<file path="config.mk">
export PLATFORM = sky130hd
export DESIGN_NAME = sram_scan_bridge_flat
export DESIGN_NICKNAME = d
export VERILOG_FILES = /design/src/rtl/sram_scan_bridge_if.sv /design/src/rtl/sram_scan_bridge.sv /design/src/flat_wrapper.sv
export SDC_FILE = /design/constraint.sdc
export NUM_CORES = 1
export LEC_CHECK = 0
export CORE_UTILIZATION = 40
export CTS_CLUSTER_SIZE = 10
export DETAILED_ROUTE_END_ITERATION = 16
export PLACE_DENSITY_LB_ADDON = 0.15
export RECOVER_POWER = 50
export SLEW_MARGIN = 10
export SYNTH_ARGS = -nofsm -noshare
export SYNTH_HDL_FRONTEND = slang
export SYNTH_SLANG_ARGS = --single-unit
</file>
<file path="constraint.sdc">
create_clock -name scan_clk -period 2.8 [get_ports scan_clk]
set_input_delay 0.42 -clock scan_clk [delete_from_list [all_inputs] [get_ports scan_clk]]
set_output_delay 0.42 -clock scan_clk [all_outputs]
set_load 0.02 [all_outputs]
</file>
<file path="src/rtl/sram_scan_bridge_if.sv">
// SRAM-side bus of the scan bridge: one access strobe per cycle, separate
// write/read data. The bridge uses the master view; the SRAM (or a model of
// it) uses the slave view.
//   mem_en     access strobe
//   mem_we     1 = write, 0 = read (qualified by mem_en)
//   mem_addr   word address
//   mem_wdata  write data
//   mem_rdata  read data, valid the cycle after a read strobe
interface sram_scan_bridge_if #(
  parameter int ADDR_W = 11,
  parameter int DATA_W = 32
);
  logic              mem_en;
  logic              mem_we;
  logic [ADDR_W-1:0] mem_addr;
  logic [DATA_W-1:0] mem_wdata;
  logic [DATA_W-1:0] mem_rdata;

  modport master (output mem_en, output mem_we, output mem_addr, output mem_wdata,
                  input mem_rdata);
  modport slave  (input mem_en, input mem_we, input mem_addr, input mem_wdata,
                  output mem_rdata);
endinterface

</file>
<file path="src/rtl/sram_scan_bridge.sv">
// Serial-to-SRAM bridge. A 1-bit scan stream carries framed commands
// (start bit, OP[1:0], ADDR, COUNT, LSB first) that are executed as bursts of
// COUNT+1 words against a single-port synchronous SRAM: WRITE, READ, FILL, NOP.
// Ports:
//   scan_clk / scan_rst  clock, synchronous active-high reset
//   scan_in              serial command/data stream
//   scan_out             serial read data, qualified by scan_out_valid
//   busy                 high whenever a frame is in progress
//   cmd_done             one-cycle pulse when a command returns to idle
//   frame_err            sticky flag: a start address >= DEPTH was seen
//   mem                  SRAM bus (master side)
module sram_scan_bridge #(
  parameter int ADDR_W = 11,
  parameter int DATA_W = 32,
  parameter int CNT_W  = 8,
  parameter int DEPTH  = 2048
) (
  input  logic scan_clk,
  input  logic scan_rst,
  input  logic scan_in,
  output logic scan_out,
  output logic scan_out_valid,
  output logic busy,
  output logic cmd_done,
  output logic frame_err,
  sram_scan_bridge_if.master mem
);
  localparam int HDR_W  = 2 + ADDR_W + CNT_W;
  localparam int BC_MAX = (HDR_W > DATA_W) ? HDR_W : DATA_W;
  localparam int BC_W   = $clog2(BC_MAX);
  localparam logic [ADDR_W:0] DEPTH_EXT = (ADDR_W+1)'(DEPTH);

  typedef enum logic [2:0] {
    S_IDLE, S_HDR, S_WDATA, S_FILL, S_RREQ, S_RCAP, S_RSHIFT
  } state_t;

  state_t            state_q, state_d;
  logic [BC_W-1:0]   bit_cnt_q, bit_cnt_d;
  logic [HDR_W-2:0]  hdr_q, hdr_d;      // first HDR_W-1 header bits
  logic [DATA_W-2:0] wsr_q, wsr_d;      // first DATA_W-1 bits of a write word
  logic [DATA_W-1:0] rsr_q, rsr_d;      // read-back shift register
  logic [ADDR_W-1:0] cur_addr_q, cur_addr_d;
  logic [CNT_W-1:0]  rem_q, rem_d;      // words (or fill writes) still to go
  logic              fill_q, fill_d;
  logic              cmd_err_q, cmd_err_d;
  logic              frame_err_q, frame_err_d;
  logic              cmd_done_q, cmd_done_d;
  logic              mem_en_q, mem_en_d;
  logic              mem_we_q, mem_we_d;
  logic [ADDR_W-1:0] mem_addr_q, mem_addr_d;
  logic [DATA_W-1:0] mem_wdata_q, mem_wdata_d;

  // Header and write word as they stand including the bit on scan_in now.
  logic [HDR_W-1:0]  hdr_full;
  logic [1:0]        hdr_op;
  logic [ADDR_W-1:0] hdr_addr;
  logic [CNT_W-1:0]  hdr_cnt;
  logic              hdr_bad, hdr_last, word_last, prefetch;
  logic [DATA_W-1:0] wword;

  assign hdr_full  = {scan_in, hdr_q};
  assign hdr_op    = hdr_full[1:0];
  assign hdr_addr  = hdr_full[2 +: ADDR_W];
  assign hdr_cnt   = hdr_full[2+ADDR_W +: CNT_W];
  assign hdr_bad   = ({1'b0, hdr_addr} >= DEPTH_EXT);
  assign hdr_last  = (bit_cnt_q == BC_W'(HDR_W-1));
  assign word_last = (bit_cnt_q == BC_W'(DATA_W-1));
  // Strobing the next read here puts its data on mem_rdata during the last
  // bit of the current word, so it can be loaded at the word boundary.
  assign prefetch  = (bit_cnt_q == BC_W'(DATA_W-3));
  assign wword     = {scan_in, wsr_q};

  function automatic logic [ADDR_W-1:0] addr_inc(input logic [ADDR_W-1:0] a);
    logic [ADDR_W:0] n;
    n = {1'b0, a} + 1'b1;
    return (n == DEPTH_EXT) ? '0 : n[ADDR_W-1:0];
  endfunction

  // State register and datapath flops
  always_ff @(posedge scan_clk) begin
    if (scan_rst) begin
      state_q     <= S_IDLE;
      bit_cnt_q   <= '0;
      hdr_q       <= '0;
      wsr_q       <= '0;
      rsr_q       <= '0;
      cur_addr_q  <= '0;
      rem_q       <= '0;
      fill_q      <= 1'b0;
      cmd_err_q   <= 1'b0;
      frame_err_q <= 1'b0;
      cmd_done_q  <= 1'b0;
      mem_en_q    <= 1'b0;
      mem_we_q    <= 1'b0;
      mem_addr_q  <= '0;
      mem_wdata_q <= '0;
    end else begin
      state_q     <= state_d;
      bit_cnt_q   <= bit_cnt_d;
      hdr_q       <= hdr_d;
      wsr_q       <= wsr_d;
      rsr_q       <= rsr_d;
      cur_addr_q  <= cur_addr_d;
      rem_q       <= rem_d;
      fill_q      <= fill_d;
      cmd_err_q   <= cmd_err_d;
      frame_err_q <= frame_err_d;
      cmd_done_q  <= cmd_done_d;
      mem_en_q    <= mem_en_d;
      mem_we_q    <= mem_we_d;
      mem_addr_q  <= mem_addr_d;
      mem_wdata_q <= mem_wdata_d;
    end
  end

  // Next-state logic
  always_comb begin
    state_d = state_q;
    case (state_q)
      S_IDLE:   if (scan_in) state_d = S_HDR;
      S_HDR:
        if (hdr_last) begin
          case (hdr_op)
            2'b00:   state_d = S_IDLE;
            2'b10:   state_d = S_RREQ;
            default: state_d = S_WDATA;
          endcase
        end
      S_WDATA:
        if (word_last && rem_q == '0) state_d = S_IDLE;
        else if (word_last && fill_q) state_d = S_FILL;
      S_FILL:   if (rem_q == CNT_W'(1)) state_d = S_IDLE;
      S_RREQ:   state_d = S_RCAP;
      S_RCAP:   state_d = S_RSHIFT;
      S_RSHIFT: if (word_last && rem_q == '0) state_d = S_IDLE;
      default:  state_d = S_IDLE;
    endcase
  end

  // Datapath next values; memory strobes are single-cycle pulses.
  always_comb begin
    bit_cnt_d   = bit_cnt_q;
    hdr_d       = hdr_q;
    wsr_d       = wsr_q;
    rsr_d       = rsr_q;
    cur_addr_d  = cur_addr_q;
    rem_d       = rem_q;
    fill_d      = fill_q;
    cmd_err_d   = cmd_err_q;
    frame_err_d = frame_err_q;
    mem_en_d    = 1'b0;
    mem_we_d    = 1'b0;
    mem_addr_d  = mem_addr_q;
    mem_wdata_d = mem_wdata_q;
    case (state_q)
      S_IDLE: bit_cnt_d = '0;
      S_HDR: begin
        hdr_d     = {scan_in, hdr_q[HDR_W-2:1]};
        bit_cnt_d = bit_cnt_q + 1'b1;
        if (hdr_last) begin
          bit_cnt_d  = '0;
          cur_addr_d = hdr_addr;
          rem_d      = hdr_cnt;
          fill_d     = (hdr_op == 2'b11);
          cmd_err_d  = hdr_bad;
          if (hdr_bad) frame_err_d = 1'b1;
          if (hdr_op == 2'b10) begin
            // First read strobe lands in the RREQ cycle.
            mem_en_d   = ~hdr_bad;
            mem_addr_d = hdr_addr;
            cur_addr_d = addr_inc(hdr_addr);
          end
        end
      end
      S_WDATA: begin
        wsr_d     = {scan_in, wsr_q[DATA_W-2:1]};
        bit_cnt_d = bit_cnt_q + 1'b1;
        if (word_last) begin
          bit_cnt_d   = '0;
          mem_en_d    = ~cmd_err_q;
          mem_we_d    = 1'b1;
          mem_addr_d  = cur_addr_q;
          mem_wdata_d = wword;
          cur_addr_d  = addr_inc(cur_addr_q);
          // In fill mode rem keeps COUNT: the remaining fill writes.
          if (!fill_q && rem_q != '0) rem_d = rem_q - 1'b1;
        end
      end
      S_FILL: begin
        mem_en_d   = ~cmd_err_q;
        mem_we_d   = 1'b1;
        mem_addr_d = cur_addr_q;
        cur_addr_d = addr_inc(cur_addr_q);
        rem_d      = rem_q - 1'b1;
      end
      S_RCAP: begin
        rsr_d     = cmd_err_q ? '0 : mem.mem_rdata;
        bit_cnt_d = '0;
      end
      S_RSHIFT: begin
        rsr_d     = rsr_q >> 1;
        bit_cnt_d = bit_cnt_q + 1'b1;
        if (prefetch && rem_q != '0) begin
          mem_en_d   = ~cmd_err_q;
          mem_addr_d = cur_addr_q;
          cur_addr_d = addr_inc(cur_addr_q);
        end
        if (word_last) begin
          bit_cnt_d = '0;
          if (rem_q != '0) begin
            rsr_d = cmd_err_q ? '0 : mem.mem_rdata;
            rem_d = rem_q - 1'b1;
          end
        end
      end
      default: ;
    endcase
    cmd_done_d = (state_d == S_IDLE) &&
                 (state_q == S_HDR || state_q == S_WDATA ||
                  state_q == S_FILL || state_q == S_RSHIFT);
  end

  // Outputs
  always_comb begin
    busy           = (state_q != S_IDLE);
    scan_out_valid = (state_q == S_RSHIFT);
    scan_out       = (state_q == S_RSHIFT) & rsr_q[0];
  end

  assign cmd_done      = cmd_done_q;
  assign frame_err     = frame_err_q;
  assign mem.mem_en    = mem_en_q;
  assign mem.mem_we    = mem_we_q;
  assign mem.mem_addr  = mem_addr_q;
  assign mem.mem_wdata = mem_wdata_q;
endmodule

</file>
<file path="src/flat_wrapper.sv">
// flat-port wrapper written by rule: the top's interface ports become plain ports
module sram_scan_bridge_flat 
#(
  parameter int ADDR_W = 11,
  parameter int DATA_W = 32,
  parameter int CNT_W  = 8,
  parameter int DEPTH  = 2048
)
  (scan_clk, scan_rst, scan_in, scan_out, scan_out_valid, busy, cmd_done, frame_err, mem_mem_en, mem_mem_we, mem_mem_addr, mem_mem_wdata, mem_mem_rdata);
  sram_scan_bridge_if #(.ADDR_W(ADDR_W), .DATA_W(DATA_W)) mem_i ();
  input  logic scan_clk;
  input  logic scan_rst;
  input  logic scan_in;
  output logic scan_out;
  output logic scan_out_valid;
  output logic busy;
  output logic cmd_done;
  output logic frame_err;
  output wire logic [$bits(mem_i.mem_en)-1:0] mem_mem_en;
  output wire logic [$bits(mem_i.mem_we)-1:0] mem_mem_we;
  output wire logic [$bits(mem_i.mem_addr)-1:0] mem_mem_addr;
  output wire logic [$bits(mem_i.mem_wdata)-1:0] mem_mem_wdata;
  input wire logic [$bits(mem_i.mem_rdata)-1:0] mem_mem_rdata;
  assign mem_mem_en = mem_i.mem_en;
  assign mem_mem_we = mem_i.mem_we;
  assign mem_mem_addr = mem_i.mem_addr;
  assign mem_mem_wdata = mem_i.mem_wdata;
  assign mem_i.mem_rdata = mem_mem_rdata;
  sram_scan_bridge #(.ADDR_W(ADDR_W), .DATA_W(DATA_W), .CNT_W(CNT_W), .DEPTH(DEPTH)) u_core (.scan_clk(scan_clk), .scan_rst(scan_rst), .scan_in(scan_in), .scan_out(scan_out), .scan_out_valid(scan_out_valid), .busy(busy), .cmd_done(cmd_done), .frame_err(frame_err), .mem(mem_i));
endmodule
</file>
==> results_dict.tcl, run 1 <==
set metrics [dict create \
    status "finished clean" \
    drive_above_1_share_pct 8.71 \
    grt_max_degree 65 \
    top_usage_layer "met2" \
    grt_pass1_vias 5449 \
    yosys.cell_count.top_type "nand2_1" \
    initial_core_util_pct 41.0 \
    grt_use_total_pct 18.2 \
    rsz0062_at_grt "false" \
    gr-usage-met1_pct 25.0 \
    synthArstFlopShare_pct 0 \
    yosys.area.top_type "dfxtp_1" \
    antenna_found_initial 0 \
    synth_ff_type "dfxtp_1" \
    fin_crit_sh_pct 89.0 \
    drc 0 \
    synth_fa_ha_area_share_pct 1.76 \
    crit_chain "nor2b_1 > buf_4 > and3_1 > clkdlybuf4s50_1" \
    start_kind "flip-flop" \
    syn-mean-instance-area_um2 8.30 \
    p_leak_nw 3.17 \
    syn_area_um2 7120 \
    use_met3_pct 4.30 \
    wl_per_cell_um 14.2 \
    synth_edf_count 0 \
    ir_drop_mv 0.437 \
    synthTopCellsByCount "nand2_1, dfxtp_1, a21oi_1, nor2_1, clkbuf_1" \
    ios 85 \
    synth_fp_nets 903 \
    grt_overflow 0 \
    required_ns 2.38 \
    hold_class "reg -> reg" \
    synth_top_cell_area_share_pct 44.1 \
    relSlewSlack_pct 10.6 \
    yosys-top-cells-area "dfxtp_1, nand2_1, a21oi_1, mux2i_1, a211oi_1" \
    wl_mm 16.4 \
    synth_xor_area_share_pct 1.60 \
    fp.dieW_um 135 \
    layout.nets 962 \
    fill_cells 1707 \
    postRouteAntennaNets 0 \
    period_needed_ns 2.49 \
    endpoint_kind "primary output" \
    setup_violations 0 \
    io_buffers 83 \
    yosysWarnings 0 \
    grtUsageMet2_pct 27.8 \
    p_total_mw 4.76 \
    clk_latency_ns 0.43 \
    hpwl_mm 10.5 \
    final_hold_viol_count 0 \
    hold_buffers 0 \
    crit_fanout 8 \
    synth_compound_area_share_pct 20.7 \
    arrival_ns 2.07 \
    num_antenna_cells 0 \
    viasPerCell 5.26 \
    cts_buffers 17 \
    seq_area_frac_synth_pct 44.1 \
    vias 6077 \
    cts_resized 0 \
    post_cts_buffers 0 \
    worst-slew-pin-transition_ns 1.34 \
    core.rowCount 48 \
    cts_tree "done" \
    dr.first_iter.drc_count 417 \
    ys_ff_latch 157 \
    crit_family "buffers and inverters" \
    path_clk_slew_ns 0.06 \
    die_area_um2 18300 \
    maxSlewViolCount 0 \
    syn_inst 858 \
    yosys.area_share.simple_pct 21.0 \
    cts_root_buffer "clkbuf_16" \
    clock.fmax_ghz 0.401 \
    synth_top_family_by_area "simple AND/OR/NAND/NOR gates" \
    clkSinkCount 157 \
    cts_buffer_depth 2 \
    max_stage_delay_ns 0.64 \
    synthMuxAreaShare_pct 4.92 \
    area_growth_pct 21.5 \
    maxCapViolCount 0 \
    gp_congestion 0.817 \
    finalSetupTns_ns 0 \
    skew_ns 0.00865 \
    powerDensity_nw_per_um2 550 \
    crit_slowest_cell "clkdlybuf4s50_1" \
    path_buf_inv 2 \
    coreArea_um2 17400 \
    crit_type "reg -> out" \
    drt-pass1-iter-count 5 \
    h-tree-depth 4 \
    die_h_um 135 \
    grt_pass1_wl_mm 26.7 \
    yosysUniqueCellTypes 66 \
]
[final cells by class]
class                      count  area (um2)  area share, %
multi-input combinational    622        3570           41.3
sequential                   157        3140           36.3
timing repair buffer         106        1000           11.6
clock buffer                  19         453           5.23
tap                          225         282           3.25
clock inverter                13         154           1.78
inverter                      13        48.8          0.564
[final timing paths]
| check | start | to | slack (ns) | depth (start not counted) |
|---|---|---|---|---|
| setup / recovery | u_core.state_q[1]$_SDFF_PP0_ | scan_out | 0.31 | 4 |
| hold / removal | u_core.mem.mem_wdata[23]$_SDFFE_PP0P_ | u_core.mem.mem_wdata[23]$_SDFFE_PP0P_ | 0.45 | 2 |
| setup reg to reg | u_core.state_q[0]$_SDFF_PP0_ | u_core.fill_q$_SDFFE_PP0P_ | 0.33 | 6 |
| hold reg to reg | u_core.mem.mem_wdata[23]$_SDFFE_PP0P_ | u_core.mem.mem_wdata[23]$_SDFFE_PP0P_ | 0.45 | 2 |
[flip-flops by register name, indices dropped and copies added, names as in the netlist]
register,flops
u_core.hdr_q,20
u_core.mem.mem_wdata,32
u_core.rsr_q,32
u_core.wsr_q,31
u_core.cur_addr_q,11
u_core.mem.mem_addr,11
u_core.cmd_done,1
u_core.bit_cnt_q,5
u_core.fill_q,1
u_core.state_q,3
u_core.rem_q,8
u_core.mem.mem_en,1
u_core.mem.mem_we,1
[cells in the final DEF, fill, tap and decap left out, types with 4 or more instances in the layout]
master	count
nor4_1	5
a211oi_1	34
buf_4	18
nand2b_1	4
a21oi_1	103
dlygate4sd3_1	46
clkbuf_16	17
a311oi_2	10
and3_1	8
nand3_1	12
ha_1	10
nor3_1	9
dfxtp_1	157
o32ai_1	7
nand4_1	10
inv_1	12
clkdlybuf4s50_1	36
o22ai_1	4
o21ai_0	16
xor2_1	7
o31ai_1	4
a31oi_1	4
xnor2_1	6
mux2i_1	35
inv_6	5
nand2_1	216
o311ai_0	5
nor2_1	59
[report_power, final]
group / internal (mW) / total [mW] / switching, mW
combinational: 0.0698 / 0.159 / 0.0892
sequential: 2.24 / 2.24 / 0.00513
clock: 1.38 / 2.36 / 0.976
[worst register-to-register path: stages, from the launching register on]
cell and delay, ns:
dfxtp_1 0.49, clkbuf_1 0.39, inv_1 0.17, nor3_1 0.74
buf_4 0.36, nand4_1 0.11, a21oi_1 0.14
[per-stage QoR]
| step | utilization [%] | instance area (um2) | cells | setup WS (ns) | hold WS, ns |
|---|---|---|---|---|---|
| after floorplan | - | 7120 | 858 | 0.698 | 0.432 |
| after global placement | 46.5 | 8080 | 1123 | 0.569 | 0.443 |
| after detailed placement | 46.5 | 8080 | 1123 | 0.531 | 0.448 |
| after CTS | 50.0 | 8680 | 1155 | 0.286 | 0.461 |
| after global routing | 49.9 | 8650 | 1155 | 0.117 | 0.477 |
| final | 49.9 | 8650 | 1155 | 0.308 | 0.453 |
[layer usage]
metal | routed length [um] | vias to the layer above
met3 | 840 | 15
met1 | 8110 | 2804
li1 | - | 3123
met4 | 169 | 0
met2 | 7270 | 135
met5 | 0 | -
[kinds of logic (layout without fill, tap and decap cells)]
group | after synthesis | after routing
other | 1 | 1
muxes | 35 | 35
xor gates and xnor gates | 13 | 13
adders and majority gates | 10 | 10
DFF | 157 | 157
and+or+nand+nor | 348 | 348
buffers and inverters | 79 | 151
AOI/OAI and AO/OA | 215 | 215
Note: power is estimated with default switching activity, not from simulation.
==> inputs of run 2 (changes only) <==
TNS_END_PERCENT = 30   (was unset)
==> results of run 2 <==
The final DEF is identical to that of run 1; final timing and power are the same.
